[src/rtl/dendrite_driver_if.sv]
// Dendrite -> neuron link: one-cycle current pulse plus the held current value.
// Ports: input_spike_valid (pulse, one cycle per non-empty bin), input_current (held between pulses).
// No backpressure: the neuron must take every pulse.
interface dendrite_driver_if #(
  parameter int CURRENT_WIDTH = 16
);
  logic                     input_spike_valid;
  logic [CURRENT_WIDTH-1:0] input_current;

  // Driver (dendrite) side
  modport master (output input_spike_valid, output input_current);
  // Receiver (neuron) side
  modport slave  (input input_spike_valid, input input_current);
endinterface

[src/rtl/dendrite_driver.sv]
// Purpose: buffers synapse events, looks up weights and integrates them per time bin into a current pulse.
// Latency: push at edge t -> weight registered at t+1 -> accumulated at t+2 -> pulse on the next bin wrap edge.
// Backpressure: spike_ready = !full of the event FIFO; enable=0 freezes pop/accumulate/bin count but pushes continue.
// Ports: clk, reset (async, active-high), enable, spike_valid/spike_addr/spike_ready (event in),
//        wr_en/wr_addr/wr_data (weight write), dendrite (master link to neuron), saturated (sticky clip flag).
module dendrite_driver #(
  parameter int WEIGHT_WIDTH   = 6,
  parameter int SYN_ADDR_WIDTH = 4,
  parameter int CURRENT_WIDTH  = 16,
  parameter int FIFO_DEPTH     = 4,
  parameter int BIN_CYCLES     = 16
) (
  input  logic                      clk,
  input  logic                      reset,
  input  logic                      enable,
  input  logic                      spike_valid,
  input  logic [SYN_ADDR_WIDTH-1:0] spike_addr,
  output logic                      spike_ready,
  input  logic                      wr_en,
  input  logic [SYN_ADDR_WIDTH-1:0] wr_addr,
  input  logic [WEIGHT_WIDTH-1:0]   wr_data,
  dendrite_driver_if.master         dendrite,
  output logic                      saturated
);

  localparam int PTR_W  = $clog2(FIFO_DEPTH);
  localparam int CNT_W  = $clog2(BIN_CYCLES);
  localparam int EVT_W  = 8;
  localparam int N_SYN  = 2 ** SYN_ADDR_WIDTH;

  // Event FIFO: pointers carry one extra wrap bit to tell full from empty.
  logic [SYN_ADDR_WIDTH-1:0] fifo_mem_q [FIFO_DEPTH];
  logic [PTR_W:0]            wr_ptr_q, rd_ptr_q;
  logic                      fifo_full, fifo_empty, push, pop;

  logic [WEIGHT_WIDTH-1:0]   weight_q [N_SYN];

  // Pop stage: weight captured for the accumulate on the following enabled edge.
  logic                      pend_vld_q, pend_vld_d;
  logic [WEIGHT_WIDTH-1:0]   pend_w_q, pend_w_d;

  logic [CURRENT_WIDTH-1:0]  acc_q, acc_d;
  logic [EVT_W-1:0]          evt_q, evt_d;
  logic [CNT_W-1:0]          cnt_q, cnt_d;
  logic                      sat_q, sat_d;
  logic                      out_vld_q, out_vld_d;
  logic [CURRENT_WIDTH-1:0]  cur_q, cur_d;
  logic [CURRENT_WIDTH:0]    sum;

  assign fifo_empty  = (wr_ptr_q == rd_ptr_q);
  assign fifo_full   = (wr_ptr_q[PTR_W-1:0] == rd_ptr_q[PTR_W-1:0]) &&
                       (wr_ptr_q[PTR_W] != rd_ptr_q[PTR_W]);
  assign spike_ready = !fifo_full;
  assign push        = spike_valid && spike_ready;
  assign pop         = enable && !fifo_empty;

  assign dendrite.input_spike_valid = out_vld_q;
  assign dendrite.input_current     = cur_q;
  assign saturated                  = sat_q;

  // FIFO storage needs no reset: entries are only read behind the write pointer.
  always_ff @(posedge clk) begin
    if (push) fifo_mem_q[wr_ptr_q[PTR_W-1:0]] <= spike_addr;
  end

  always_ff @(posedge clk or posedge reset) begin
    if (reset) begin
      wr_ptr_q <= '0;
      rd_ptr_q <= '0;
      for (int i = 0; i < N_SYN; i++) weight_q[i] <= '0;
    end else begin
      if (push) wr_ptr_q <= wr_ptr_q + 1'b1;
      if (pop)  rd_ptr_q <= rd_ptr_q + 1'b1;
      // The pop stage reads weight_q before this edge's write lands (read-before-write).
      if (wr_en) weight_q[wr_addr] <= wr_data;
    end
  end

  always_comb begin
    pend_vld_d = pend_vld_q;
    pend_w_d   = pend_w_q;
    acc_d      = acc_q;
    evt_d      = evt_q;
    cnt_d      = cnt_q;
    sat_d      = sat_q;
    out_vld_d  = 1'b0;
    cur_d      = cur_q;
    sum        = {1'b0, acc_q} + {{(CURRENT_WIDTH + 1 - WEIGHT_WIDTH){1'b0}}, pend_w_q};

    if (enable) begin
      pend_vld_d = pop;
      if (pop) pend_w_d = weight_q[fifo_mem_q[rd_ptr_q[PTR_W-1:0]]];

      if (pend_vld_q) begin
        if (sum[CURRENT_WIDTH]) begin
          acc_d = '1;
          sat_d = 1'b1;
        end else begin
          acc_d = sum[CURRENT_WIDTH-1:0];
        end
        if (evt_q != '1) evt_d = evt_q + EVT_W'(1);
      end

      // Wrap edge: an add landing on this edge is part of the closing bin.
      if (cnt_q == CNT_W'(BIN_CYCLES - 1)) begin
        cnt_d = '0;
        if (evt_d != '0) begin
          out_vld_d = 1'b1;
          cur_d     = acc_d;
        end
        acc_d = '0;
        evt_d = '0;
      end else begin
        cnt_d = cnt_q + CNT_W'(1);
      end
    end
  end

  always_ff @(posedge clk or posedge reset) begin
    if (reset) begin
      pend_vld_q <= 1'b0;
      pend_w_q   <= '0;
      acc_q      <= '0;
      evt_q      <= '0;
      cnt_q      <= '0;
      sat_q      <= 1'b0;
      out_vld_q  <= 1'b0;
      cur_q      <= '0;
    end else begin
      pend_vld_q <= pend_vld_d;
      pend_w_q   <= pend_w_d;
      acc_q      <= acc_d;
      evt_q      <= evt_d;
      cnt_q      <= cnt_d;
      sat_q      <= sat_d;
      out_vld_q  <= out_vld_d;
      cur_q      <= cur_d;
    end
  end

endmodule

[src/flat_wrapper.sv]
// flat-port wrapper written by rule: the top's interface ports become plain ports
module dendrite_driver_flat 
#(
  parameter int WEIGHT_WIDTH   = 6,
  parameter int SYN_ADDR_WIDTH = 4,
  parameter int CURRENT_WIDTH  = 16,
  parameter int FIFO_DEPTH     = 4,
  parameter int BIN_CYCLES     = 16
)
  (clk, reset, enable, spike_valid, spike_addr, spike_ready, wr_en, wr_addr, wr_data, saturated, dendrite_input_spike_valid, dendrite_input_current);
  dendrite_driver_if #(.CURRENT_WIDTH(CURRENT_WIDTH)) dendrite_i ();
  input  logic clk;
  input  logic reset;
  input  logic enable;
  input  logic spike_valid;
  input  logic [SYN_ADDR_WIDTH-1:0] spike_addr;
  output logic spike_ready;
  input  logic wr_en;
  input  logic [SYN_ADDR_WIDTH-1:0] wr_addr;
  input  logic [WEIGHT_WIDTH-1:0] wr_data;
  output logic saturated;
  output wire logic [$bits(dendrite_i.input_spike_valid)-1:0] dendrite_input_spike_valid;
  output wire logic [$bits(dendrite_i.input_current)-1:0] dendrite_input_current;
  assign dendrite_input_spike_valid = dendrite_i.input_spike_valid;
  assign dendrite_input_current = dendrite_i.input_current;
  dendrite_driver #(.WEIGHT_WIDTH(WEIGHT_WIDTH), .SYN_ADDR_WIDTH(SYN_ADDR_WIDTH), .CURRENT_WIDTH(CURRENT_WIDTH), .FIFO_DEPTH(FIFO_DEPTH), .BIN_CYCLES(BIN_CYCLES)) u_core (.clk(clk), .reset(reset), .enable(enable), .spike_valid(spike_valid), .spike_addr(spike_addr), .spike_ready(spike_ready), .wr_en(wr_en), .wr_addr(wr_addr), .wr_data(wr_data), .dendrite(dendrite_i), .saturated(saturated));
endmodule
[config.mk]
export PLATFORM = sky130hd
export DESIGN_NAME = dendrite_driver_flat
export DESIGN_NICKNAME = d
export VERILOG_FILES = /design/src/rtl/dendrite_driver_if.sv /design/src/rtl/dendrite_driver.sv /design/src/flat_wrapper.sv
export SDC_FILE = /design/constraint.sdc
export NUM_CORES = 1
export LEC_CHECK = 0
export ABC_AREA = 1
export BUFFER_PORTS_ARGS = -buffer_cell sky130_fd_sc_hd__clkbuf_2
export CORE_MARGIN = 5
export CORE_UTILIZATION = 55
export CTS_CLUSTER_SIZE = 25
export DETAILED_ROUTE_END_ITERATION = 7
export HOLD_SLACK_MARGIN = 0.1
export PLACE_DENSITY = 0.72
export SYNTH_ARGS = -nofsm -noshare
export SYNTH_HDL_FRONTEND = slang
export SYNTH_SLANG_ARGS = --single-unit
[constraint.sdc]
create_clock -name clk -period 7.95 [get_ports clk]
set_input_delay 0.3975 -clock clk [delete_from_list [all_inputs] [get_ports clk]]
set_output_delay 0.3975 -clock clk [all_outputs]
set_load 0.1 [all_outputs]
# [Word level (Yosys, flattened, before mapping)]
# Memories as Yosys holds them, arrays and structs flattened.
# Index checks and enable logic that the tools add are counted.
[word_totals] n_memories=1 reg_bits=155 elab_cells=71 output_inout_bits=19 in_bits=19 ram_bits=16
[memory_table] name="u_core.fifo_mem_q" depth=4 width=4 rd=1 rd_clocked_by_memory_dff=0 write_ports=1 line="dendrite_driver.sv:32" text="logic [SYN_ADDR_WIDTH-1:0] fifo_mem_q [FIFO_DEPTH];"
[classes] order_cmp=3 reduce_logical=10 bitwise_logic=2 add_sub_neg=5 mux=19 n_eq_ne=5
[op_table] operator="$bwmux 96" count=1
[op_table] operator="$mux 16" count=3
[op_table] operator="$mux 8" count=4
[op_table] operator="$bmux 6 s4" count=1
[op_table] operator="$demux 6 s4" count=1
[op_table] operator="$mux 6" count=3
[op_table] operator="$add 16x6->17" count=1
[op_table] operator="$ge 5x5->1 const B" count=2
[op_table] operator="$not 4->5" count=2
[op_table] operator="$add 8x1->8 const B" count=1
[op_table] operator="$ne 8x8->1 const B" count=1
[op_table] operator="$reduce_bool 8->1" count=1
[op_table] operator="$add 3x1->3 const B" count=2
[op_table] operator="$reduce_and 3->1" count=2
[op_table] operator="$lt 5x1->1 const B" count=1
[op_table] operator="$mux 1" count=5
[op_table] operator="$add 4x1->4 const B" count=1
[op_table] operator="$eq 4x4->1 const B" count=1
[op_table] operator="$logic_and 1x1->1" count=4
[op_table] operator="$mux 4" count=1
[op_table] operator="$eq 3x3->1" count=1
[op_table] operator="$eq 2x2->1" count=1
[op_table] operator="$logic_not 1->1" count=2
[op_table] operator="$reduce_and 2->1" count=1
[op_table] operator="$ne 1x1->1" count=1

# [Logic depth before layout (Yosys ltp)]
# Gate-level depths: netlist of run 1.
[depth] depth_word=8 mapped_depth=15 ltp_nobuf=14

# [Least setup slack after synthesis of run 1]
# Ideal clock, no wire load.
[synth_path] path_type="flip-flop to flip-flop" startpoint="register u_core.rd_ptr_q[0]" endpoint="memory u_core.fifo_mem_q[3][0] (enable)" period_less_slack_ps=2422 path_buffers=2 setup_time_ps=343 path_stages_with_launch=9 path_slack_ps=5528 t_arrival_ps=2079 path_cell_list="dfrtp_1 -> buf_6 -> inv_2 -> buf_6 -> nand2_1 -> a21oi_1 -> nand2_1 -> nand2_1 -> nor2_1"
[synth_between] elab_chain_cells=6
[synth_lines] item="from (decl)" line="dendrite_driver.sv:33" text="logic [PTR_W:0] wr_ptr_q, rd_ptr_q;"
[synth_lines] item="from (signal assigned)" line="dendrite_driver.sv:73" text="if (pop) rd_ptr_q <= rd_ptr_q + 1'b1;"
[synth_lines] item="$eq 2x2->1" line="dendrite_driver.sv:51" text="assign fifo_full = (wr_ptr_q[PTR_W-1:0] == rd_ptr_q[PTR_W-1:0]) &&"
[synth_lines] item="$logic_and 1x1->1" line="dendrite_driver.sv:51"
[synth_lines] item="$logic_not 1->1" line="dendrite_driver.sv:53" text="assign spike_ready = !fifo_full;"
[synth_lines] item="net spike_ready" line="flat_wrapper.sv:17" text="output logic spike_ready;"
[synth_lines] item="$logic_and 1x1->1" line="dendrite_driver.sv:54" text="assign push = spike_valid && spike_ready;"
[synth_lines] item="$mux 1" line="dendrite_driver.sv:63" text="if (push) fifo_mem_q[wr_ptr_q[PTR_W-1:0]] <= spike_addr;"
[synth_lines] item="$mux 1 (implied by the code)" line="dendrite_driver.sv:63"
[synth_lines] item="to (decl)" line="dendrite_driver.sv:32"
# The timed path passes the listed nets, and every way through them passes these cells.

# [Final worst setup path of run 1]
[layout_path] startpoint="register u_core.rd_ptr_q[0]" endpoint="register u_core.pend_w_q[1]"
[layout_between] elab_chain_cells=5 word_cells_on_any_way=9
[layout_lines] item="$mem_v2 4x4"
[layout_lines] item="$not 4->5 (implied by the code)" line="dendrite_driver.sv:92" text="if (pop) pend_w_d = weight_q[fifo_mem_q[rd_ptr_q[PTR_W-1:0]]];"
[layout_lines] item="$bmux 6 s4" line="dendrite_driver.sv:92"
[layout_lines] item="$mux 6 (implied by the code) (2 in series)" line="dendrite_driver.sv:92"
[layout_lines] item="to (signal assigned)" line="dendrite_driver.sv:131" text="pend_w_q <= pend_w_d;"
[layout_lines] item="to (decl)" line="dendrite_driver.sv:40" text="logic [WEIGHT_WIDTH-1:0] pend_w_q, pend_w_d;"
# Several ways; a longest one is shown, not always the timed one. The select of a mux whose other input is x is not followed.
# A chain may end at the register's enable or synchronous reset.

==> results of run 1 <==
-- placed cells by master, fill, tap and decap left out, types with 3 or more instances in the layout --
cell       count
or2_2          4
inv_2          6
clkbuf_16     17
edfxtp_1      16
nand2_1      338
bufinv_16      3
nand2_2       14
nor2_1        57
inv_1        110
nor3_1         3
clkinv_1       3
clkbuf_2      37
nand2_4        3
a31oi_1        3
a21oi_1       15
o21ai_1        9
ha_1          13
inv_6          7
xnor2_1        5
xor2_1         5
o22ai_1        7
nand4_1        6
dfrtp_1      155
a22oi_1        3
nand3b_1       7
nand3_1      141
o21ai_0      113
-- cell families (layout without fill, tap and decap cells) --
family | count (synthesis) | in the layout | share of synthesized area [%]
adders and majority gates | 14 | 14 | 2.09
DFF | 171 | 171 | 49.8
buffers and inverters | 171 | 191 | 8.30
and+or+nand+nor | 585 | 585 | 29.4
AOI/OAI and AO/OA | 154 | 154 | 9.39
xor gates and xnor gates | 10 | 10 | 1.00
-- registers in the layout, indices dropped and copies added, names as in the netlist --
| register | flops |
|---|---|
| u_core.acc_q | 16 |
| u_core.cnt_q | 4 |
| u_core.dendrite.input_current | 16 |
| u_core.dendrite.input_spike_valid | 1 |
| u_core.evt_q | 8 |
| u_core.fifo_mem_q | 16 |
| u_core.pend_vld_q | 1 |
| u_core.pend_w_q | 6 |
| u_core.rd_ptr_q | 3 |
| u_core.saturated | 1 |
| u_core.weight_q | 96 |
| u_core.wr_ptr_q | 3 |
-- routing by layer --
layer / share of wire (%) / track usage, %
met5: 0 / 0
met4: 2.7 / 7.78
met3: 6.5 / 5.55
met2: 45 / 37.0
met1: 46 / 34.0
-- how the worst min path moves through the flow --
stage / start / depth (start not counted) / slack [ns] / end
2_1_floorplan: u_core.weight_q[84]$_DFFE_PP0P_ / 2 / 0.44 / u_core.weight_q[84]$_DFFE_PP0P_
3_3_place_gp: u_core.dendrite.input_current[12]$_DFFE_PP0P_ / 2 / 0.46 / u_core.dendrite.input_current[12]$_DFFE_PP0P_
3_5_place_dp: u_core.dendrite.input_current[11]$_DFFE_PP0P_ / 2 / 0.46 / u_core.dendrite.input_current[11]$_DFFE_PP0P_
4_1_cts: spike_addr[0] / 1 / 0.18 / u_core.fifo_mem_q[1][0]$_DFFE_PP_
5_1_grt: spike_addr[0] / 1 / 0.19 / u_core.fifo_mem_q[1][0]$_DFFE_PP_
6_report: spike_addr[0] / 1 / 0.19 / u_core.fifo_mem_q[1][0]$_DFFE_PP_
-- report_power, final --
group	leakage [nW]	internal, mW	switching (mW)
clock	0.295	0.500	0.370
combinational	2.29	0.487	1.21
sequential	2.08	1.13	0.175
total	4.66	2.12	1.75
-- stage by stage --
| stage | hold slack [ns] | instances | utilization (%) |
|---|---|---|---|
| 2_1_floorplan | 0.444 | 1105 | - |
| 3_3_place_gp | 0.455 | 1308 | 56.7 |
| 3_5_place_dp | 0.459 | 1308 | 56.7 |
| 4_1_cts | 0.177 | 1341 | 60.7 |
| 5_1_grt | 0.186 | 1341 | 60.7 |
| 6_report | 0.189 | 1341 | 60.7 |
-- timing repair --
item / 4_1_cts / 5_1_grt
setup buffers: 0 / 0
endpoints found under the setup margin: 0 / 0
hold buffers: 1 / 0
hold endpoints to repair: 2 / 0
-- cell type report --
type	count	area (um2)	share of cell area, %
flip-flops and latches	171	4360	45.6
multi-input cells	763	3670	38.3
inverters	120	455	4.76
clock buffers	17	425	4.45
well taps	216	270	2.83
repair buffers	39	203	2.12
clock inverters	15	185	1.94
==> out/metrics.yaml, run 1 <==
cts:
  cts_resized: 0
  cts_tree: "built"
  clkSlewWorstSetupHoldPaths_ns: 0.07
  numCtsBuffers: 17
  cts_max_path_buffers: 2
  cts.sinks: 171
  cts-root-buf: "clkbuf_16"
  worstSkewPairLatency_ns: 0.43
  cts_max_level: 4
min_path:
  hold_class: "in -> reg"
route:
  wire_per_inst_um: 15.4
  wirelength_um: 20700
  route.vias.total: 7200
  drc: 0
  first_iter_violations: 603
  drtPass1Iterations: 5
  vias_per_cell: 5.37
  drtAntennaViolNets: 0
pwr:
  ir_drop_v: 0.000291
  leakage_nw: 4.66
  power_mw: 3.87
  power_density_nw_per_um2: 404
sta:
  slew_viol_final: 0
  fin_worst_skew_ns: 0.00891
  max_freq_mhz: 353
  finalSetupTns_ns: 0
  period_minus_slack_ns: 2.83
  worst_pin_slew_ns: 1.05
  setup_viol: 0
  fin_ws_ns: 5.12
  slew_headroom_pct: 30.1
  final_hold_viol_count: 0
  timing.final.crit_share_pct: 35.6
  rsz0062_at_grt: "false"
synthesis:
  yosysWarningCount: 0
  ys_seq_area_share_pct: 49.8
  yosysUniqueCellTypes: 41
  synth_common_cells: "nand2_1 (338), dfrtp_1 (155), nand3_1 (141), o21ai_0 (113), inv_1 (111)"
  syn_inst: 1105
  synth_top_area_share_pct: 44.3
  synth_nets: 1138
  synthesis.area_um2: 8750
  synth-edff-count: 16
  dominantRegCellSynth: "dfrtp_1"
  synth.avg_cell_area_um2: 7.92
  yosysMostFrequentCell: "nand2_1"
  ys_top_cells_by_area: "dfrtp_1 (44%), nand2_1 (14%), nand3_1 (8.1%)"
  yosysTopAreaCell: "dfrtp_1"
  async_flop_share_pct: 90.6
  yosys_register_bits: 171
status:
  status: "finished, final reports clean"
grt:
  grt_max_degree: 81
  grt_use_total_pct: 24.1
  grt_pass1_vias: 6940
  grt_pass1_wl_um: 35300
  overflow: 0
  antenna_found_initial: 0
worst_setup_path:
  critPathCaptureType: "flip-flop"
  rr_worst_depth: 13
  r2r-start: "u_core.rd_ptr_q[0]$_DFFE_PP0P_"
  crit_path_max_fanout: 55
  cp_cell_sequence: "inv_2 -> nand2_1 -> nand3_2 -> nand2_4 -> inv_2 -> nand2_1 -> nand2_1 -> nand2_1 -> nand3_1 -> nand3_1 -> nand2_1 -> nand2_1 -> nand2_1"
  r2r_slack_ns: 5.12
  startpoint: "u_core.rd_ptr_q[0]$_DFFE_PP0P_"
  crit_path_end: "u_core.pend_w_q[1]$_DFFE_PP0P_"
  crit_type: "reg -> reg"
  crit_path_max_incr_delay_ns: 0.65
  cpMostUsedCell: "nand2_1"
  cpLargestDelayFamily: "simple AND/OR/NAND/NOR gates"
  cp_num_buf_inv: 2
  required_ns: 8.27
  crit_cells: 13
  cp-start-kind: "flip-flop"
  reg2reg_to: "u_core.pend_w_q[1]$_DFFE_PP0P_"
  critPathSlowestCell: "nand2_4"
  cp.arrival_ns: 3.15
floorplan:
  start_util_pct: 55.5
  coreArea_um2: 15800
  rows: 46
  die_h_um: 136
  dieArea_um2: 18500
  io_pins: 38
  die_x_um: 136
final_layout:
  antenna_cells: 0
  area.growth.synth_to_final_pct: 9.28
  nFillCells: 1468
  drive_gt1_share_pct: 9.78
  final_nets: 1145
  fin_area_um2: 9570
placement:
  finalWeightedCongestion: 0.941
  placed_cell_area_um2: 8950
  port_buffers: 37
  pre_cts_ws_ns: 5.20
  hpwl_um: 14200
flow_run:
  drv_cap: 0
(Power assumes the default switching activity.)
==> inputs of run 2 (changes only) <==
--- a/config.mk
+++ b/config.mk
@@ -5,14 +5,14 @@
 export SDC_FILE = /design/constraint.sdc
 export NUM_CORES = 1
 export LEC_CHECK = 0
-export ABC_AREA = 1
+export ABC_AREA = 0
 export BUFFER_PORTS_ARGS = -buffer_cell sky130_fd_sc_hd__clkbuf_2
 export CORE_MARGIN = 5
 export CORE_UTILIZATION = 55
 export CTS_CLUSTER_SIZE = 25
 export DETAILED_ROUTE_END_ITERATION = 7
 export HOLD_SLACK_MARGIN = 0.1
-export PLACE_DENSITY = 0.72
+export PLACE_DENSITY = 0.75
 export SYNTH_ARGS = -nofsm -noshare
 export SYNTH_HDL_FRONTEND = slang
 export SYNTH_SLANG_ARGS = --single-unit
==> constraint.sdc (replaced) <==
create_clock -name clk -period 2.41 [get_ports clk]
set_input_delay 0.1205 -clock clk [delete_from_list [all_inputs] [get_ports clk]]
set_output_delay 0.1205 -clock clk [all_outputs]
set_load 0.1 [all_outputs]
==> run 2 against run 1 <==
Sequential power increased to 3.2 times the previous value. Clock-buffer cell count increased by 4. Design area decreased by 0.71%. Utilization increased by 2.3 points.
==> out/metrics.yaml, run 2 <==
worst_setup_path:
  crit_path_max_fanout: 4
  startpoint: "u_core.acc_q[0]$_DFFE_PP0P_"
  reg2reg_to: "u_core.acc_q[5]$_DFFE_PP0P_"
  crit_type: "reg -> reg"
  required_ns: 2.69
  rr_worst_depth: 8
  cp.arrival_ns: 2.62
  r2r-start: "u_core.acc_q[0]$_DFFE_PP0P_"
  crit_path_end: "u_core.acc_q[5]$_DFFE_PP0P_"
  cp-start-kind: "flip-flop"
  r2r_slack_ns: 0.06
  critPathCaptureType: "flip-flop"
sta:
  finalSetupTns_ns: 0
  slew_viol_final: 0
  period_minus_slack_ns: 2.35
  rsz0062_at_grt: "true"
  timing.final.crit_share_pct: 97.3
  max_freq_mhz: 426
  fin_ws_ns: 0.0642
  final_hold_viol_count: 0
  slew_headroom_pct: 36.6
  worst_pin_slew_ns: 0.948
  fin_worst_skew_ns: 0.0111
  setup_viol: 0
synthesis:
  synthesis.area_um2: 8380
  yosysUniqueCellTypes: 60
  synth-edff-count: 16
  synth.avg_cell_area_um2: 12.1
  yosysMostFrequentCell: "dfrtp_1"
  yosysTopAreaCell: "dfrtp_1"
  ys_seq_area_share_pct: 52.0
  dominantRegCellSynth: "dfrtp_1"
  yosysWarningCount: 0
  synth_nets: 724
  synth_top_area_share_pct: 46.3
  ys_top_cells_by_area: "dfrtp_1 (46%), mux2_2 (14%), edfxtp_1 (5.7%)"
  syn_inst: 691
  async_flop_share_pct: 90.6
  yosys_register_bits: 171
  synth_common_cells: "dfrtp_1 (155), mux2_2 (106), nand2_1 (57), o21ai_0 (38), clkbuf_1 (28)"
final_layout:
  antenna_cells: 0
  final_common_cell: "dfrtp_1"
  final_util_pct: 63.0
  fin_area_um2: 9500
  drive_gt1_share_pct: 28.6
  largest_reg_flops: 96
  final_nets: 762
  area.growth.synth_to_final_pct: 13.3
  nFillCells: 1144
  regMostFlops: "u_core.weight_q"
  layout_common_cells: "dfrtp_1 (155), mux2_2 (106), nand2_1 (57), o21ai_0 (38), clkbuf_2 (37)"
min_path:
  hold_class: "in -> reg"
  min_path_cells: 3
cts:
  clkSlewWorstSetupHoldPaths_ns: 0.06
  numCtsBuffers: 17
  post_cts_buffers: 0
  cts_max_path_buffers: 2
  cts_max_level: 4
  cts.sinks: 171
  cts-root-buf: "clkbuf_16"
  worstSkewPairLatency_ns: 0.43
  cts_tree: "built"
route:
  drtAntennaViolNets: 0
  wire_per_inst_um: 18.9
  vias_per_cell: 6.19
  route.vias.total: 5749
  drc: 0
  drtPass1Iterations: 5
  wirelength_um: 17600
  first_iter_violations: 507
pwr:
  power_density_nw_per_um2: 1180
  power_mw: 11.2
  leakage_nw: 4.18
  ir_drop_v: 0.000544
grt:
  grt_pass1_vias: 5937
  overflow: 0
  grt_max_degree: 43
  grt_use_total_pct: 20.9
  grt_pass1_wl_um: 29900
  antenna_found_initial: 0
floorplan:
  rows: 45
  die_h_um: 133
  io_pins: 38
  dieArea_um2: 17800
  start_util_pct: 55.6
  die_x_um: 133
  coreArea_um2: 15100
placement:
  finalWeightedCongestion: 0.898
  hpwl_um: 12100
  pre_cts_ws_ns: -0.00771
  port_buffers: 37
  placed_cell_area_um2: 8820
flow_run:
  drv_cap: 0
status:
  status: "finished, final reports clean"
run 2: cell count changes in the layout (fill, tap and decap cells not counted), sizes merged, moves of 7 or more:
cell | before | now
inv | 123 | 14
mux4 | 0 | 18
and3 | 0 | 14
nand2 | 356 | 57
a22oi | 3 | 10
buf | 1 | 16
mux2 | 0 | 106
o211ai | 1 | 10
nand3 | 145 | 16
o21ai | 122 | 49
nor2 | 61 | 26
nand2b | 0 | 7
mux2i | 0 | 21
run 2: cells by family after synthesis:
family          count (synthesis)  synth area share [%]
flops                         171                  52.0
simple gates                  157                  9.15
mux                           145                  21.8
compound gates                136                  10.5
buf+inv                        53                  2.85
xor+xnor                       15                  1.57
fa+ha+maj                      14                  2.18
run 2: timing repair:
| action | in CTS | in global routing |
|---|---|---|
| endpoints found under the hold margin | 53 | 0 |
| gates cloned | 0 | 0 |
| pin swaps | 0 | 2 |
| resized for setup | 2 | 3 |
| hold buffers | 5 | 0 |
| setup endpoints to repair | 2 | 21 |
run 2: metrics by stage:
stage               std cells  hold slack, ns
detailed placement        893           0.342
global placement          893           0.335
finish                    929           0.118
global route              929           0.143
CTS                       929           0.102
floorplan                 691           0.219
run 2: worst min-delay path by stage:
stage / start / to / slack [ns]
after floorplan: spike_addr[0] / u_core.fifo_mem_q[0][0]$_DFFE_PP_ / 0.22
after global placement: reset / u_core.wr_ptr_q[2]$_DFFE_PP0P_ / 0.33
after detailed placement: spike_addr[3] / u_core.fifo_mem_q[2][3]$_DFFE_PP_ / 0.34
after CTS: spike_valid / u_core.wr_ptr_q[0]$_DFFE_PP0P_ / 0.10
after global routing: spike_valid / u_core.wr_ptr_q[0]$_DFFE_PP0P_ / 0.14
final: spike_valid / u_core.wr_ptr_q[0]$_DFFE_PP0P_ / 0.12
run 2: per-layer routing:
layer	GRT usage (%)	vias to the layer above	wire, um
li1	-	2641	-
met1	27.1	2916	7590
met2	34.8	171	8970
met3	4.04	21	759
met4	8.23	0	269
met5	0	-	0
run 2: power breakdown:
| part | switching, mW | internal, mW |
|---|---|---|
| sequential | 0.486 | 3.63 |
| combinational | 2.46 | 1.82 |
| clock | 1.09 | 1.71 |
| total | 4.03 | 7.16 |
run 2: area by class of cell:
class	instances	area [um2]	share of cell area, %
Clock buffer	21	470	4.95
Tap cell	188	235	2.48
Clock inverter	10	140	1.48
Inverter	14	56.3	0.593
Timing Repair Buffer	58	430	4.53
Sequential cell	171	4360	45.9
Multi-Input combinational cell	467	3810	40.1
run 2: critical path, cell delays in order, from the launching register on:
cell	delay [ns]
dfrtp_1	0.40
ha_1	0.23
fa_1	0.40
a21o_1	0.24
a221oi_2	0.24
o21ba_2	0.19
nor2_1	0.08
nor3_1	0.28
o221ai_1	0.14
==> inputs of run 3 (changes only) <==
--- a/config.mk
+++ b/config.mk
@@ -7,12 +7,11 @@
 export LEC_CHECK = 0
 export ABC_AREA = 0
 export BUFFER_PORTS_ARGS = -buffer_cell sky130_fd_sc_hd__clkbuf_2
-export CORE_MARGIN = 5
-export CORE_UTILIZATION = 55
+export CORE_MARGIN = 10
+export CORE_UTILIZATION = 45
 export CTS_CLUSTER_SIZE = 25
 export DETAILED_ROUTE_END_ITERATION = 7
 export HOLD_SLACK_MARGIN = 0.1
-export PLACE_DENSITY = 0.75
 export SYNTH_ARGS = -nofsm -noshare
 export SYNTH_HDL_FRONTEND = slang
 export SYNTH_SLANG_ARGS = --single-unit
==> run 3 against run 2 <==
Global-route usage decreased by 5.2 points. Flip-flop and latch count unchanged. Sequential share of layout area decreased by 0.77 points. Combinational power increased by 2%. Critical path type unchanged. Largest cell class unchanged.
==> out/metrics.yaml, run 3 (synthesis results as in run 2) <==
grt:
  grt_use_total_pct: 15.7
  grt_pass1_wl_um: 30800
  antenna_found_initial: 0
  grt_max_degree: 44
  overflow: 0
  grt_pass1_vias: 5963
sta:
  finalSetupTns_ns: 0
  slew_headroom_pct: 45.2
  period_minus_slack_ns: 2.28
  setup_viol: 0
  hold_ws_ns: 0.135
  rsz0062_at_grt: "false"
  worst_pin_slew_ns: 0.820
  final_hold_viol_count: 0
  max_freq_mhz: 438
  timing.final.crit_share_pct: 94.7
  fin_worst_skew_ns: 0.00796
  slew_viol_final: 0
worst_setup_path:
  cpLargestDelayFamily: "multiplexers"
  cp.arrival_ns: 2.58
  crit_path_max_fanout: 21
  cp_num_buf_inv: 1
  r2r-start: "u_core.rd_ptr_q[0]$_DFFE_PP0P_"
  cp-start-kind: "flip-flop"
  cpMostUsedCell: "mux4_2"
  critPathCaptureType: "flip-flop"
  startpoint: "u_core.rd_ptr_q[0]$_DFFE_PP0P_"
  r2r_slack_ns: 0.13
  cp_cell_sequence: "mux4_2 -> buf_12 -> mux4_2 -> a22oi_1 -> o211ai_1"
  crit_path_max_incr_delay_ns: 0.64
  required_ns: 2.71
  critPathSlowestCell: "mux4_2"
  crit_type: "reg -> reg"
placement:
  finalWeightedCongestion: 0.824
  port_buffers: 37
  hpwl_um: 12800
floorplan:
  rows: 49
  io_pins: 38
  coreArea_um2: 18100
  die_x_um: 157
  dieArea_um2: 24500
  start_util_pct: 46.2
  die_h_um: 157
pwr:
  p_int_mw: 7.21
  power.share.clock_pct: 25.8
  ir_drop_v: 0.000536
  power_frac_comb_pct: 38.2
  sw_frac_of_total_pct: 36.6
  power_density_nw_per_um2: 1180
  p_switching_mw: 4.16
  power_mw: 11.4
  leakage_nw: 4.21
  p_seq_share_pct: 36.0
route:
  wirelength_um: 18300
  vias_per_cell: 5.74
  drtPass1Iterations: 4
  drtAntennaViolNets: 0
  route.vias.total: 5622
  wire_per_inst_um: 18.7
  drc: 0
  first_iter_violations: 195
cts:
  post_cts_buffers: 0
  cts_max_path_buffers: 2
  cts-root-buf: "clkbuf_16"
  clkSlewWorstSetupHoldPaths_ns: 0.07
  cts.sinks: 171
  cts_max_level: 4
  cts_tree: "built"
  numCtsBuffers: 17
  worstSkewPairLatency_ns: 0.43
final_layout:
  regMostFlops: "u_core.weight_q"
  antenna_cells: 0
  area.growth.synth_to_final_pct: 15.2
  largest_reg_flops: 96
  final_nets: 770
  drive_gt1_share_pct: 30.0
  layout_common_cells: "dfrtp_1 (155), mux2_2 (106), nand2_1 (57), o21ai_0 (38), clkbuf_2 (37)"
  final_common_cell: "dfrtp_1"
min_path:
  hold_class: "in -> reg"
  min_from: "enable"
flow_run:
  drv_cap: 0
status:
  status: "finished, final reports clean"
## run 3: cell count changes in the layout (fill, tap and decap cells not counted), moves of 2 or more
cell / before / now
buf_4: 10 / 17
clkbuf_8: 3 / 1
clkinv_2: 3 / 0
clkinvlp_4: 1 / 4
inv_6: 1 / 4
nor4_1: 2 / 0
nor4_2: 0 / 2
## run 3: cell type report
type                            instances  area (um2)
Timing Repair Buffer                   66         493
Inverter                               14        56.3
Clock inverter                         13         176
Clock buffer                           19         464
Fill cell                            1549        8490
Tap cell                              229         287
Sequential cell                       171        4360
Multi-Input combinational cell        467        3820
## run 3: final timing paths
check | end | cells after the start
max | u_core.pend_w_q[1]$_DFFE_PP0P_ | 5
min | u_core.evt_q[7]$_DFFE_PP0P_ | 2
max reg2reg | u_core.pend_w_q[1]$_DFFE_PP0P_ | 5
min reg2reg | u_core.saturated$_DFFE_PP0P_ | 1
max in group asynchronous | u_core.acc_q[5]$_DFFE_PP0P_ | 4
min in group asynchronous | u_core.wr_ptr_q[0]$_DFFE_PP0P_ | 3
## run 3: repair_timing
item                                   4_1_cts  5_1_grt
hold buffers                                 6        0
pin swaps                                    0        2
setup endpoints to repair                    1       28
endpoints found under the hold margin       48        0
gates resized for setup                      1        8
## run 3: routing by layer
layer / track usage, % / part of all wire [%]
met5: 0 / 0
met4: 6.11 / 2.2
met3: 4.06 / 4.6
met1: 19.8 / 46
met2: 25.3 / 47
## run 3: per-stage QoR
| stage | setup slack (ns) | instance area (um2) | utilization (%) | instances |
|---|---|---|---|---|
| 2_1_floorplan | 0.112 | 8390 | - | 691 |
| 3_3_place_gp | 0.0474 | 8920 | 49.2 | 941 |
| 3_5_place_dp | -0.0171 | 8920 | 49.2 | 941 |
| 4_1_cts | 0.00222 | 9620 | 53.0 | 979 |
| 5_1_grt | 0.0125 | 9660 | 53.2 | 979 |
| 6_report | 0.127 | 9660 | 53.2 | 979 |
## run 3: power groups by stage
stage | Combinational (mW) | Sequential, mW | Clock, mW
after floorplan | 2.95 | 4.44 | 0
after global placement | 4.22 | 4.10 | 0
after detailed placement | 4.33 | 4.14 | 0
after CTS | 4.35 | 4.09 | 2.98
after global routing | 4.77 | 4.18 | 3.12
final | 4.35 | 4.09 | 2.93
